$ cat config.mk
export PLATFORM = sky130hd
export DESIGN_NAME = mdu_iter
export DESIGN_NICKNAME = d
export VERILOG_FILES = /design/src/rtl/mdu_pkg.sv /design/src/rtl/mdu_step.sv /design/src/rtl/mdu_iter.sv
export SDC_FILE = /design/constraint.sdc
export NUM_CORES = 1
export LEC_CHECK = 0
export CAP_MARGIN = 20
export CORE_MARGIN = 5
export CORE_UTILIZATION = 40
export CTS_CLUSTER_DIAMETER = 120
export CTS_CLUSTER_SIZE = 40
export DETAILED_ROUTE_END_ITERATION = 6
export HOLD_SLACK_MARGIN = 0.05
export PLACE_DENSITY = 0.64
export SLEW_MARGIN = 20
export SYNTH_ARGS = -nofsm -noshare
export SYNTH_HDL_FRONTEND = slang
export SYNTH_SLANG_ARGS = --single-unit
$ cat constraint.sdc
create_clock -name clk -period 9.75 [get_ports clk]
set_clock_uncertainty 0.2 [all_clocks]
set_input_delay 0.975 -clock clk [delete_from_list [all_inputs] [get_ports clk]]
set_output_delay 0.975 -clock clk [all_outputs]
set_load 0.01 [all_outputs]
$ cat src/rtl/mdu_pkg.sv
// Shared definitions for the iterative multiply/divide unit: operand width,
// operation and state encodings, and a magnitude helper.
package mdu_pkg;

  localparam int WIDTH = 32;
  localparam int CNT_W = 5;

  typedef enum logic [1:0] {
    MDU_MULTU = 2'b00,
    MDU_MULT  = 2'b01,
    MDU_DIVU  = 2'b10,
    MDU_DIV   = 2'b11
  } mdu_op_e;

  typedef enum logic [1:0] {
    S_IDLE = 2'b00,
    S_CALC = 2'b01,
    S_FIX  = 2'b10,
    S_DONE = 2'b11
  } mdu_state_e;

  // Two's-complement magnitude; the most negative value maps onto itself,
  // which is still the correct unsigned magnitude.
  function automatic logic [WIDTH-1:0] mag(input logic [WIDTH-1:0] v, input logic is_signed);
    return (is_signed && v[WIDTH-1]) ? (~v + 1'b1) : v;
  endfunction

endpackage

$ cat src/rtl/mdu_step.sv
// One radix-2 iteration of the multiply/divide datapath: shift-add for
// multiply, restoring shift-subtract for divide.
module mdu_step #(
  parameter int WIDTH = 32
) (
  input  logic               is_div,
  input  logic [2*WIDTH-1:0] acc,
  input  logic [WIDTH-1:0]   operand,
  output logic [2*WIDTH-1:0] acc_nxt,
  output logic               q_bit
);

  logic [WIDTH:0] addend;
  logic [WIDTH:0] sum;
  logic [WIDTH:0] part;
  logic [WIDTH:0] diff;

  always_comb begin
    acc_nxt = '0;
    q_bit   = 1'b0;
    addend  = acc[0] ? {1'b0, operand} : '0;
    sum     = {1'b0, acc[2*WIDTH-1:WIDTH]} + addend;
    part    = {acc[2*WIDTH-1:WIDTH], acc[WIDTH-1]};
    diff    = part - {1'b0, operand};
    if (is_div) begin
      // Remainder stays below the divisor, so a non-borrow result fits WIDTH bits.
      // The LSB is left clear; the caller merges in q_bit.
      q_bit   = ~diff[WIDTH];
      acc_nxt = {(q_bit ? diff[WIDTH-1:0] : part[WIDTH-1:0]), acc[WIDTH-2:0], 1'b0};
    end else begin
      acc_nxt = {sum, acc[WIDTH-1:1]};
    end
  end

endmodule

$ cat src/rtl/mdu_iter.sv
// Iterative MULT/MULTU/DIV/DIVU unit holding the HI/LO result registers.
//   state  | meaning
//   S_IDLE | waiting for start; hi/lo hold the last result
//   S_CALC | 32 radix-2 steps on magnitudes, one per cycle
//   S_FIX  | sign correction, hi/lo written
//   S_DONE | one-cycle done pulse, start still ignored
module mdu_iter #(
  parameter int WIDTH = mdu_pkg::WIDTH,
  parameter int CNT_W = mdu_pkg::CNT_W
) (
  input  logic             clk,
  input  logic             rst_n,
  input  logic             start,
  input  logic [1:0]       op,
  input  logic [WIDTH-1:0] a,
  input  logic [WIDTH-1:0] b,
  output logic             busy,
  output logic             done,
  output logic             div_zero,
  output logic [WIDTH-1:0] hi,
  output logic [WIDTH-1:0] lo
);
  import mdu_pkg::*;

  mdu_state_e         state_q, state_d;
  logic               is_div_q;
  logic               psign_q;
  logic               rsign_q;
  logic               dz_q;
  logic [CNT_W-1:0]   cnt_q;
  logic [2*WIDTH-1:0] acc_q;
  logic [WIDTH-1:0]   opnd_q;
  logic [WIDTH-1:0]   hi_q, lo_q;

  logic [2*WIDTH-1:0] step_acc;
  logic               step_q_bit;
  logic [2*WIDTH-1:0] prod_fix;
  logic [WIDTH-1:0]   quo_fix, rem_fix;
  logic               accept;
  logic               b_zero;

  mdu_step #(.WIDTH(WIDTH)) u_step (
    .is_div  (is_div_q),
    .acc     (acc_q),
    .operand (opnd_q),
    .acc_nxt (step_acc),
    .q_bit   (step_q_bit)
  );

  assign accept = (state_q == S_IDLE) && start;
  assign b_zero = (b == '0);

  always_comb begin
    state_d = state_q;
    case (state_q)
      S_IDLE: if (start) state_d = (op[1] && b_zero) ? S_DONE : S_CALC;
      S_CALC: if (cnt_q == CNT_W'(WIDTH - 1)) state_d = S_FIX;
      S_FIX:  state_d = S_DONE;
      S_DONE: state_d = S_IDLE;
      default: state_d = S_IDLE;
    endcase
  end

  always_comb begin
    prod_fix = psign_q ? (~acc_q + 1'b1) : acc_q;
    quo_fix  = psign_q ? (~acc_q[WIDTH-1:0] + 1'b1) : acc_q[WIDTH-1:0];
    rem_fix  = rsign_q ? (~acc_q[2*WIDTH-1:WIDTH] + 1'b1) : acc_q[2*WIDTH-1:WIDTH];
  end

  always_ff @(posedge clk or negedge rst_n) begin
    if (!rst_n) begin
      state_q  <= S_IDLE;
      is_div_q <= 1'b0;
      psign_q  <= 1'b0;
      rsign_q  <= 1'b0;
      dz_q     <= 1'b0;
      cnt_q    <= '0;
      acc_q    <= '0;
      opnd_q   <= '0;
      hi_q     <= '0;
      lo_q     <= '0;
    end else begin
      state_q <= state_d;
      if (accept) begin
        is_div_q <= op[1];
        psign_q  <= op[0] & (a[WIDTH-1] ^ b[WIDTH-1]);
        rsign_q  <= op[0] & a[WIDTH-1];
        dz_q     <= op[1] & b_zero;
        cnt_q    <= '0;
        acc_q    <= {{WIDTH{1'b0}}, mag(a, op[0])};
        opnd_q   <= mag(b, op[0]);
      end
      if (state_q == S_CALC) begin
        acc_q <= is_div_q ? {step_acc[2*WIDTH-1:1], step_q_bit} : step_acc;
        cnt_q <= cnt_q + 1'b1;
      end
      if (state_q == S_FIX) begin
        hi_q <= is_div_q ? rem_fix : prod_fix[2*WIDTH-1:WIDTH];
        lo_q <= is_div_q ? quo_fix : prod_fix[WIDTH-1:0];
      end
    end
  end

  assign busy     = (state_q != S_IDLE);
  assign done     = (state_q == S_DONE);
  assign div_zero = dz_q;
  assign hi       = hi_q;
  assign lo       = lo_q;

endmodule

# Yosys cells after proc, flatten, opt, wreduce, memory -nomap -nowiden
# Index checks and enable logic that the tools add are counted.
# classes
bitwise_logic	10
addsub	8
n_reduce_logical	9
eq_ne	6
muxes	19
# ops
operator	n
32-bit 2-to-1 mux	8
64-bit 2-to-1 mux	4
32-bit by 1-bit adder with 32-bit output (second input constant)	4
32-bit NOT	4
64-bit by 1-bit adder with 64-bit output (second input constant)	1
64-bit NOT	1
32-bit by 33-bit adder with 33-bit output	1
33-bit by 32-bit subtractor with 33-bit output	1
32-bit logical NOT	1
5-bit 2-to-1 mux	2
2-bit one-hot mux with 4 select lines	1
2-bit 2-to-1 mux	3
5-bit by 1-bit adder with 5-bit output (second input constant)	1
5-bit == test (second input constant)	1
2-bit == test (second input constant)	2
1-bit logical AND	4
2-bit != test (second input constant)	2
2-bit nonzero test	2
1-bit AND	3
2-bit by 1-bit == test with 1-bit output (second input constant)	1
2-bit logical NOT	1
2-bit AND reduction	1
1-bit 2-to-1 mux	1
1-bit NOT	1
1-bit XOR	1
# word_totals
wordCells	62
output_inout_bits	67
in_bits	69
reg_bits	171

# Depth between registers and ports, before layout
# Gate-level depths: netlist of run 1.
# logic_depth
word_depth	5
depth_mapped	13

# Modules after synthesis
# A second synthesis of run 1 with hierarchy kept.
# unflattened
cells_unflattened	1826
area_unflattened_um2	14457.6
# by_module_without_submodules
mod	seq_area_each_um2	n_inst	area_each_um2	cells_per_inst
mdu_iter	4279.1	1	10078.4	1195
mdu_step	0.0	1	4379.2	631

# Worst setup path before layout of run 1
# Ideal clock, no wire load.
# synth_path
kind	input to register
from	in b[10]
to	reg opnd_q[28]
path_buffers	0
setup_ns	0.134
required_ns	9.416
path_slack_ns	6.359
path_stages	8
arrival_ns	3.057
path_cell_list	or4_1 or4_1 nor4_1 nand2_1 nor4_2 a21oi_1 xnor2_1 o21ai_0
# synth_between
elab_chain_len	3
# synth_rtl
item	line	text
from (decl)	mdu_iter.sv:16	input logic [WIDTH-1:0] b,
32-bit NOT	mdu_pkg.sv:25	return (is_signed && v[WIDTH-1]) ? (~v + 1'b1) : v;
32-bit by 1-bit adder with 32-bit output	mdu_pkg.sv:25	
32-bit 2-to-1 mux	mdu_pkg.sv:25	
to (signal assigned)	mdu_iter.sv:91	opnd_q <= mag(b, op[0]);
to (decl)	mdu_iter.sv:32	logic [WIDTH-1:0] opnd_q;
# Every way passes these cells.
# A chain may end at the register's enable or synchronous reset.

# Worst setup path in the final report of run 1
# layout_path
from	reg acc_q[5]
to	reg hi_q[24], in the netlist hi[24]
# layout_between
elab_chain_len	4
# layout_rtl
item	line	text
from (decl)	mdu_iter.sv:31	logic [2*WIDTH-1:0] acc_q;
from (signal assigned)	mdu_iter.sv:90	acc_q <= {{WIDTH{1'b0}}, mag(a, op[0])};
from (signal assigned)	mdu_iter.sv:94	acc_q <= is_div_q ? {step_acc[2*WIDTH-1:1], step_q_bit} : step_acc;
64-bit NOT	mdu_iter.sv:65	prod_fix = psign_q ? (~acc_q + 1'b1) : acc_q;
64-bit by 1-bit adder with 64-bit output	mdu_iter.sv:65	
64-bit 2-to-1 mux	mdu_iter.sv:65	
32-bit 2-to-1 mux	mdu_iter.sv:98	hi_q <= is_div_q ? rem_fix : prod_fix[2*WIDTH-1:WIDTH];
to (signal assigned)	mdu_iter.sv:98	
to (decl)	mdu_iter.sv:33	logic [WIDTH-1:0] hi_q, lo_q;
# Every way passes these cells.

==> results of run 1 <==
-- cells in the mapped netlist (5+ instances only) --
cell and number:
a21oi_1 199, nor2_1 190, dfrtp_1 171, nand2_1 148
o21ai_0 140, clkbuf_1 96, xnor2_1 92, inv_1 76
ha_1 75, xor2_1 73, mux2i_1 52, a211oi_1 33
nor3_1 31, nand3_1 30, a21o_1 26, o31ai_1 22
or3_1 22, nor4_1 20, or4_1 20, a22oi_1 19
mux2_2 17, nand2b_1 16, o211ai_1 16, o41ai_1 16
and2_1 14, nand4_1 14, a31oi_1 13, o21a_1 13
o22ai_1 11, and3_1 10, a211o_1 9, nor2b_1 9
or2_2 7, a221oi_1 6, o221ai_1 6, o311ai_0 5
-- registers in the layout, indices dropped and copies added (netlist names) --
signal / count
div_zero: 1
cnt_q: 5
state_q: 2
lo: 32
rsign_q: 1
is_div_q: 1
acc_q: 64
opnd_q: 32
hi: 32
psign_q: 1
-- area by class of cell --
| class | count | area (sq um) |
|---|---|---|
| flip-flops and latches | 171 | 4280 |
| fillers | 3531 | 18860 |
| repair buffers | 147 | 1443 |
| clock buffers | 18 | 429.2 |
| inverters | 78 | 292.8 |
| multi-input cells | 1443 | 9399 |
| clock inverters | 13 | 205.2 |
| well taps | 461 | 576.8 |
-- stage by stage --
stage / setup slack, ps / area (sq um) / util / total power, mW / hold WS (ps)
2_1_floorplan: 6359 / 14310 / - / 4.462 / 249.8
3_3_place_gp: 5516 / 15990 / 0.4505 / 5.849 / 264.5
3_5_place_dp: 5440 / 15990 / 0.4505 / 5.884 / 271.6
4_1_cts: 5731 / 16620 / 0.4684 / 6.674 / 254.0
5_1_grt: 5306 / 16630 / 0.4686 / 7.254 / 265.3
6_report: 5511 / 16630 / 0.4686 / 6.717 / 235.8
-- metal layers --
metal / vias to the layer above / share of wire
li1: 6659 / -
met3: 86 / 0.067
met2: 524 / 0.44
met4: 0 / 0.027
met1: 6591 / 0.47
met5: - / 0
-- power by group through the flow --
stage	Clock [mW]	Sequential (mW)	Combinational [mW]
3_3_place_gp	0	1.52	4.33
2_1_floorplan	0	1.37	3.09
3_5_place_dp	0	1.53	4.35
4_1_cts	0.777	1.52	4.38
5_1_grt	0.802	1.58	4.88
6_report	0.764	1.53	4.42
-- worst min path at each step --
stage / endpoint / cells after the start / slack (ps)
floorplan: opnd_q[10] / 2 / 250
global placement: opnd_q[6] / 2 / 260
detailed placement: opnd_q[18] / 2 / 270
CTS: opnd_q[11] / 1 / 250
global route: opnd_q[11] / 1 / 270
finish: opnd_q[11] / 1 / 240
-- cell families (layout without fill, tap and decap cells) --
| logic type | after synthesis | count (layout) | share of synthesized area |
|---|---|---|---|
| compound gates | 577 | 577 | 0.2496 |
| xor+xnor | 165 | 165 | 0.1010 |
| fa+ha+maj | 77 | 77 | 0.06839 |
| buf+inv | 179 | 256 | 0.04714 |
| flops | 171 | 171 | 0.2991 |
| mux | 69 | 69 | 0.04976 |
| simple gates | 555 | 555 | 0.1850 |
==> impl_summary.txt, run 1 <==
----------------------------------------------------
[Run status]
  Run status ... completed

[GRT]
  GR Util met1 ... 0.3489
  Antenna violations before repair ... 0
  Global-route wire length before repair ... 75350 microns
  Overflow after GRT ... 0
  Vias in the first global route ... 13310
  Global routing met2 resource utilization ... 0.3581
  Most used routing layer ... met2
  Overall fraction of global-route tracks in use ... 0.2398
  Maximum number of pins on one net before global-route repair ... 74
  Met3 capacity usage during global routing ... 0.04991

[Floorplanning]
  Horiz. Die Dim ... 199.1 microns
  Initial core utilization ... 0.4032
  Top-level I/O count ... 136
  Die Y ... 199.1 microns
  Std-Cell Rows ... 69
  Die Area ... 39650 sq um
  Placeable core region ... 35480 sq um

[Pwr]
  Net switching component of the power ... 3.411 mW
  Clk network pwr share ... 0.114
  Switching part of the total power ... 0.5077
  Leakage power ... 6.848 nW
  Power density relative to cell area ... 404.0 nW/um^2
  Maximum resistive drop on vdd ... 0.2296 mV
  Combinational fraction of design power ... 0.659
  Pint ... 3.307 mW
  Relative contribution of sequential cells to total power ... 0.228

[CTS]
  Post-CTS resize count ... 0
  Clk Latency, worst-skew pair ... 460 ps
  Clock tree from TritonCTS ... yes
  Total clock sinks ... 171
  Setup Fix Bufs, Post-CTS ... 0
  Cts-stage hold buffer count ... 0
  Htree depth ... 4
  Clock root buffer master ... clkbuf_16
  Num CTS Buffers ... 17
  Maximum clock insertion buffer count ... 2
  CTS clk-pin slew, worst paths ... 70 ps

[STA]
  Final slew viol count ... 0
  Time the worst path needs with I/O delays and setup ... 4239 ps
  Achievable frequency ... 0.2359 GHz
  Setup TNS ... 0 ps
  Share of the clock period used by the worst path after layout ... 0.4347
  Unrepaired setup endpoints after global routing ... false
  Final setup violation count ... 0
  Fin. Hold Viols ... 0
  Worst relative slew slack ... 0.2132
  Slew at the pin with the worst max-slew slack ... 1169 ps

[Setup path]
  Family with the most delay on the worst path ... simple AND/OR/NAND/NOR gates
  Crit path largest cell delay ... 920 ps
  Slowest cell on the critical path ... nor4_1
  Kind of end point of the critical path ... flop
  Kind of start point of the critical path ... flop
  Crit. Startpoint ... acc_q[5]
  Worst path arrival time ... 4380 ps
  Number of cells on the critical path ... 7
  Series of cell instances along the critical path ... or4_1 -> nor4_1 -> nand4_1 -> o21ai_0 -> nand2_1 -> xor2_1 -> mux2_2
  Number of buffers and inverters on the critical path ... 0
  Capturing point of the worst reg2reg path ... hi[24]
  Critical path data required time ... 9890 ps
  Setup slack of the most critical reg-to-reg path ... 5510 ps
  Cells on worst reg2reg path ... 7
  CP endpoint ... hi[24]
  WS Path Type ... flop to flop
  Launching point of the worst reg2reg path ... acc_q[5]
  CP Max Fanout ... 7

[Job]
  Max Cap Violations ... 0

[Final layout]
  Final net count ... 2004
  Fraction of final layout cells with drive strength greater than 1 ... 0.04759
  Number of standard cells in the layout, taps in and fillers out ... 2331
  Most common library cell in the layout ignoring fill and taps ... a21oi_1
  Layout area overhead ... 16.20%
  Number of antenna cells inserted ... 0
  Commonest cells after routing, fill and taps aside ... a21oi_1 (199), nor2_1 (188), dfrtp_1 (170)

[Placed design]
  Number of placed cells counting well taps ... 2300
  Number of buffers inserted by port buffering ... 135
  Final weighted congestion in routability-driven placement ... 0.9696
  Placed wire-length estimate after detailed placement ... 36470 microns

[Logic synthesis]
  Sequential element share of the synthesized area ... 0.2991
  Fraction of post-synthesis cell area in the top cell type by area ... 0.2991
  Synthesized netlist cell count ... 1793
  Flip-flop cell with the highest count after synthesis ... dfrtp_1
  Synth warnings ... 0
  Mapped Area ... 14310 sq um
  Total of flip-flops plus latches after synthesis ... 171
  Ranking of synthesized cells by area ... dfrtp_1 (30%), a21oi_1 (7.0%), ha_1 (6.6%)
  Average cell area after synthesis ... 7.980 sq um
  Number of enable flip-flop cells after synthesis ... 0
  Post-synth net total ... 1939
  Proportion of synthesized flip-flops having asynchronous set or reset ... 1.000
  Number of distinct library cell variants in the gate-level netlist after synthesis ... 77
  Yosys top cell by area ... dfrtp_1

[Route]
  Total number of vias ... 13860
  Final routed DRC violation total ... 0
  DRC violation total after the first TritonRoute iteration ... 1135
  Mean number of vias per cell ... 5.946
  Detailed-route wire length per cell ... 20.55 microns
  Post-Route WL ... 47910 microns
  Remaining antenna violation count ... 0
  Total iterations of the first detailed-routing run ... 7

[Worst hold path]
  Min-Delay Path Class ... input port to async pin

----------------------------------------------------
(Power assumes the default switching activity.)
==> inputs of run 2 (changes only) <==
--- a/config.mk
+++ b/config.mk
@@ -12,7 +12,7 @@
 export CTS_CLUSTER_SIZE = 40
 export DETAILED_ROUTE_END_ITERATION = 6
 export HOLD_SLACK_MARGIN = 0.05
-export PLACE_DENSITY = 0.64
+export PLACE_DENSITY = 0.66
 export SLEW_MARGIN = 20
 export SYNTH_ARGS = -nofsm -noshare
 export SYNTH_HDL_FRONTEND = slang
==> constraint.sdc (replaced) <==
create_clock -name clk -period 3.52 [get_ports clk]
set_clock_uncertainty 0.2 [all_clocks]
set_input_delay 0.352 -clock clk [delete_from_list [all_inputs] [get_ports clk]]
set_output_delay 0.352 -clock clk [all_outputs]
set_load 0.01 [all_outputs]
==> impl_summary.txt, run 2 (synthesis results as in run 1) <==
----------------------------------------------------
[Setup path]
  Capturing point of the worst reg2reg path ... acc_q[57]
  Cells on worst reg2reg path ... 11
  Slowest cell on the critical path ... o311ai_0
  Worst path arrival time ... 3610 ps
  Setup slack of the most critical reg-to-reg path ... 20 ps
  Kind of end point of the critical path ... flop
  CP Max Fanout ... 4
  Launching point of the worst reg2reg path ... opnd_q[4]
  Critical path data required time ... 3630 ps
  WS Path Type ... flop to flop
  Series of cell instances along the critical path ... inv_1 -> ha_1 -> and2_1 -> a221oi_2 -> buf_4 -> a21oi_2 -> buf_4 -> a211oi_1 -> a21oi_1 -> o311ai_0 -> a211oi_1
  Crit path largest cell delay ... 530 ps
  Kind of start point of the critical path ... flop

[Pwr]
  Combinational fraction of design power ... 0.712
  Pint ... 10.35 mW
  Leakage power ... 7.778 nW
  Net switching component of the power ... 10.06 mW
  Total power of the final layout ... 20.41 mW
  Maximum resistive drop on vdd ... 0.6326 mV
  Clk network pwr share ... 0.095
  Switching part of the total power ... 0.4930
  Relative contribution of sequential cells to total power ... 0.192
  Power density relative to cell area ... 1124 nW/um^2

[Placed design]
  Placed wire-length estimate after detailed placement ... 39750 microns
  Final weighted congestion in routability-driven placement ... 1.008
  Minimum setup slack after placement ... -62.78 ps
  Number of placed cells counting well taps ... 2480
  Placed standard-cell area ... 17420 sq um
  Number of buffers inserted by port buffering ... 135

[STA]
  Final slew viol count ... 0
  Worst setup margin ... 15.45 ps
  Share of the clock period used by the worst path after layout ... 0.9956
  Final setup violation count ... 0
  Worst relative slew slack ... 0.4654
  Time the worst path needs with I/O delays and setup ... 3505 ps
  Achievable frequency ... 0.2853 GHz
  Slew at the pin with the worst max-slew slack ... 799.0 ps
  Fin. Hold Viols ... 0
  Worst hold slack ... 254.4 ps

[Final layout]
  Final net count ... 2186
  Final Cell Area ... 18160 sq um
  Fraction of final layout cells with drive strength greater than 1 ... 0.1422
  Most common library cell in the layout ignoring fill and taps ... a21oi_1
  Number of standard cells in the layout, taps in and fillers out ... 2515
  Commonest cells after routing, fill and taps aside ... a21oi_1 (192), nor2_1 (189), buf_4 (186)
  Top reg by flops ... acc_q
  Flip-flop count of the largest register after layout ... 64
  Layout area overhead ... 26.93%

[CTS]
  Htree depth ... 4
  CTS clk-pin slew, worst paths ... 80 ps
  Clock tree from TritonCTS ... yes
  Num CTS Buffers ... 17
  Clk Latency, worst-skew pair ... 460 ps
  Maximum clock insertion buffer count ... 2
  Clock root buffer master ... clkbuf_16
  Total clock sinks ... 171

[Route]
  Total number of vias ... 14630
  Mean number of vias per cell ... 5.818
  DRC violation total after the first TritonRoute iteration ... 1225
  Detailed-route wire length per cell ... 20.04 microns
  Final routed DRC violation total ... 0
  Post-Route WL ... 50390 microns
  Remaining antenna violation count ... 0
  Total iterations of the first detailed-routing run ... 6

[Floorplanning]
  Initial core utilization ... 0.4032
  Std-Cell Rows ... 69
  Horiz. Die Dim ... 199.1 microns
  Die Area ... 39650 sq um
  Die Y ... 199.1 microns
  Placeable core region ... 35480 sq um
  Top-level I/O count ... 136

[GRT]
  Overall fraction of global-route tracks in use ... 0.2506
  Maximum number of pins on one net before global-route repair ... 65
  Global-route wire length before repair ... 79080 microns
  Vias in the first global route ... 14320
  Overflow after GRT ... 0
  Antenna violations before repair ... 0

[Run status]
  Run status ... completed

[Worst hold path]
  Min-Delay Path Class ... input port to async pin

[Job]
  Max Cap Violations ... 0

----------------------------------------------------
[run 2: power groups by stage]
stage | Sequential [mW] | Clock [mW] | Combinational, mW
6_report | 3.93 | 1.95 | 14.5
3_5_place_dp | 3.93 | 0 | 14.1
5_1_grt | 4.05 | 2.06 | 15.8
2_1_floorplan | 3.79 | 0 | 8.57
4_1_cts | 3.90 | 1.98 | 14.2
3_3_place_gp | 3.91 | 0 | 14.0
[run 2: worst max-delay path by stage]
stage	end	slack, ps	start
floorplan	acc_q[61]	230	acc_q[0]
global placement	acc_q[63]	-10	opnd_q[4]
detailed placement	hi[30]	-60	acc_q[32]
CTS	acc_q[44]	30	opnd_q[26]
global route	acc_q[59]	-3	opnd_q[4]
finish	acc_q[57]	20	opnd_q[4]
[run 2: layer usage]
layer / track usage / vias to the layer above / part of all wire
li1: - / 7026 / -
met3: 0.03574 / 84 / 0.067
met2: 0.3979 / 527 / 0.46
met1: 0.3541 / 6996 / 0.45
met5: 0 / - / 0
met4: 0.08004 / 0 / 0.025
[run 2: cell type report]
type                    instances  area [sq um]
diodes                          1         2.502
multi-input cells            1443          9512
clock inverters                15         171.4
repair buffers                329          2899
flip-flops and latches        171          4280
clock buffers                  17         425.4
fillers                      3472         17320
inverters                      78         292.8
well taps                     461         576.8
[run 2: stage by stage]
step	TNS [ps]	utilization
finish	0	0.5118
global route	-5.083	0.5117
CTS	0	0.5083
detailed placement	-165.8	0.4909
global placement	-12.65	0.4909
floorplan	0	-
[run 2: worst max-delay path, delay by kind of cell, from the launching register on]
kind,cells,cell delay (ps)
AO/OA/AOI/OAI,6,1730
adder cells (fa/ha/maj),1,320
buffers and inverters,3,520
flip-flops,1,390
AND/OR/NAND/NOR,1,200
[run 2: timing repair]
| action | 4_1_cts | 5_1_grt |
|---|---|---|
| pin swaps | 0 | 2 |
| hold buffers | 1 | 0 |
| endpoints found under the hold margin | 62 | 0 |
| setup buffers | 0 | 1 |
| resized for setup | 3 | 24 |
| endpoints found under the setup margin | 3 | 25 |
| cloned | 0 | 0 |
==> inputs of run 3 (changes only) <==
--- a/config.mk
+++ b/config.mk
@@ -13,6 +13,7 @@
 export DETAILED_ROUTE_END_ITERATION = 6
 export HOLD_SLACK_MARGIN = 0.05
 export PLACE_DENSITY = 0.66
+export SETUP_SLACK_MARGIN = 0.15
 export SLEW_MARGIN = 20
 export SYNTH_ARGS = -nofsm -noshare
 export SYNTH_HDL_FRONTEND = slang
==> impl_summary.txt, run 3 (synthesis results as in run 1) <==
----------------------------------------------------
[GRT]
  Vias in the first global route ... 14350
  GR Util met1 ... 0.3550
  Overflow after GRT ... 0
  Met3 capacity usage during global routing ... 0.03507
  Global routing met2 resource utilization ... 0.3985
  Global-route wire length before repair ... 79160 microns
  Overall fraction of global-route tracks in use ... 0.2508
  Maximum number of pins on one net before global-route repair ... 65
  Antenna violations before repair ... 0
  Most used routing layer ... met2

[Pwr]
  Power density relative to cell area ... 1135 nW/um^2
  Maximum resistive drop on vdd ... 0.6854 mV
  Leakage power ... 7.954 nW
  Total power of the final layout ... 21.21 mW

[Setup path]
  Series of cell instances along the critical path ... or4_4 -> or2_4 -> or4_4 -> or2_1 -> o41ai_2 -> o21ai_1 -> xor2_1 -> mux2_2
  Slowest cell on the critical path ... or4_4
  Kind of start point of the critical path ... flop
  Setup slack of the most critical reg-to-reg path ... 120 ps
  CP Max Fanout ... 5
  Launching point of the worst reg2reg path ... acc_q[22]
  Dominant cell type by count on the critical path ... or4_4
  Cells on worst reg2reg path ... 8
  Critical path data required time ... 3660 ps
  Kind of end point of the critical path ... flop
  WS Path Type ... flop to flop
  Worst path arrival time ... 3540 ps
  Capturing point of the worst reg2reg path ... hi[25]
  Crit path largest cell delay ... 570 ps

[Final layout]
  Fraction of final layout cells with drive strength greater than 1 ... 0.1760
  Filler cells ... 3396
  Commonest cells after routing, fill and taps aside ... buf_4 (205), a21oi_1 (189), nor2_1 (184)
  Final Cell Area ... 18690 sq um
  Layout area overhead ... 30.62%
  Top reg by flops ... acc_q
  Final net count ... 2212
  Flip-flop count of the largest register after layout ... 64
  Number of standard cells in the layout, taps in and fillers out ... 2541
  Most common library cell in the layout ignoring fill and taps ... buf_4
  Post-Route Utilization ... 0.5267

[Floorplanning]
  Die Area ... 39650 sq um
  Top-level I/O count ... 136
  Initial core utilization ... 0.4032
  Die Y ... 199.1 microns
  Std-Cell Rows ... 69
  Horiz. Die Dim ... 199.1 microns
  Placeable core region ... 35480 sq um

[CTS]
  Maximum clock insertion buffer count ... 2
  Clock root buffer master ... clkbuf_16
  Clock tree from TritonCTS ... yes
  Clk Latency, worst-skew pair ... 460 ps
  Total clock sinks ... 171
  Num CTS Buffers ... 17
  Htree depth ... 4
  CTS clk-pin slew, worst paths ... 80 ps

[Job]
  Max Cap Violations ... 0

[STA]
  Final setup violation count ... 0
  Achievable frequency ... 0.2943 GHz
  Slew at the pin with the worst max-slew slack ... 811.8 ps
  Time the worst path needs with I/O delays and setup ... 3397 ps
  Unrepaired setup endpoints after global routing ... true
  Final slew viol count ... 0
  Fin. Hold Viols ... 0
  Worst relative slew slack ... 0.4568
  Share of the clock period used by the worst path after layout ... 0.9652
  Setup TNS ... 0 ps

[Placed design]
  Placed wire-length estimate after detailed placement ... 39750 microns
  Number of buffers inserted by port buffering ... 135
  Number of placed cells counting well taps ... 2480
  Final weighted congestion in routability-driven placement ... 1.008
  Placed standard-cell area ... 17420 sq um

[Route]
  Post-Route WL ... 51470 microns
  Detailed-route wire length per cell ... 20.26 microns
  Remaining antenna violation count ... 0
  Total number of vias ... 14820
  Final routed DRC violation total ... 0
  Total iterations of the first detailed-routing run ... 6
  Mean number of vias per cell ... 5.833
  DRC violation total after the first TritonRoute iteration ... 1259

[Run status]
  Run status ... completed

[Worst hold path]
  Min-Delay Path Class ... input port to async pin

----------------------------------------------------
## run 3: changes by cell type in the layout (fill, tap and decap cells not counted), sizes merged
cell / previous run / this run
clkinvlp: 0 / 1
clkbuf: 17 / 18
inv: 86 / 85
buf: 194 / 219
## run 3: worst max-delay path, delay by kind of cell (launching register included)
kind,cells,cell delay [ps]
compound gates,2,500
mux,1,260
simple gates,4,1710
flops,1,430
xor+xnor,1,170
## run 3: worst max-delay path by stage
stage               startpoint        end  cells past startpoint
floorplan             acc_q[0]  acc_q[61]                     13
global placement     opnd_q[4]  acc_q[63]                     12
detailed placement   acc_q[32]     hi[30]                     11
CTS                  opnd_q[4]  acc_q[63]                     12
global route         acc_q[22]     hi[25]                      8
finish               acc_q[22]     hi[25]                      8
## run 3: final cells by class
type,instances,area (sq um),area share
flip-flops and latches,171,4288,0.2294
repair buffers,355,3134,0.1677
clock inverters,15,171.4,0.009172
diodes,1,2.502,0.0001339
clock buffers,17,425.4,0.02276
inverters,78,296.5,0.01587
well taps,461,576.8,0.03087
multi-input cells,1443,9793,0.5240
## run 3: routing by layer
| metal | share of wire | up-vias |
|---|---|---|
| li1 | - | 7076 |
| met1 | 0.45 | 7126 |
| met2 | 0.46 | 512 |
| met3 | 0.061 | 108 |
| met4 | 0.028 | 0 |
| met5 | 0 | - |
## run 3: where the power goes
group,leakage (nW),internal [mW],switching (mW)
Sequential,2.02,2.93,1.01
Clock,0.293,0.963,0.993
Combinational,5.64,6.90,8.42
## run 3: repair_timing
| item | CTS | global route |
|---|---|---|
| hold buffers | 1 | 0 |
| pin swaps | 3 | 31 |
| setup buffers | 1 | 25 |
| endpoints found under the hold margin | 62 | 0 |
| cloned | 0 | 1 |
| endpoints found under the setup margin | 21 | 36 |
| gates resized for setup | 16 | 81 |
## run 3: per-stage QoR
stage	hold slack (ps)	setup slack, ps
3_5_place_dp	184.8	-62.78
3_3_place_gp	178.3	-12.65
6_report	254.8	122.5
4_1_cts	247.8	124.7
5_1_grt	322.1	45.19
2_1_floorplan	-143.6	232.9
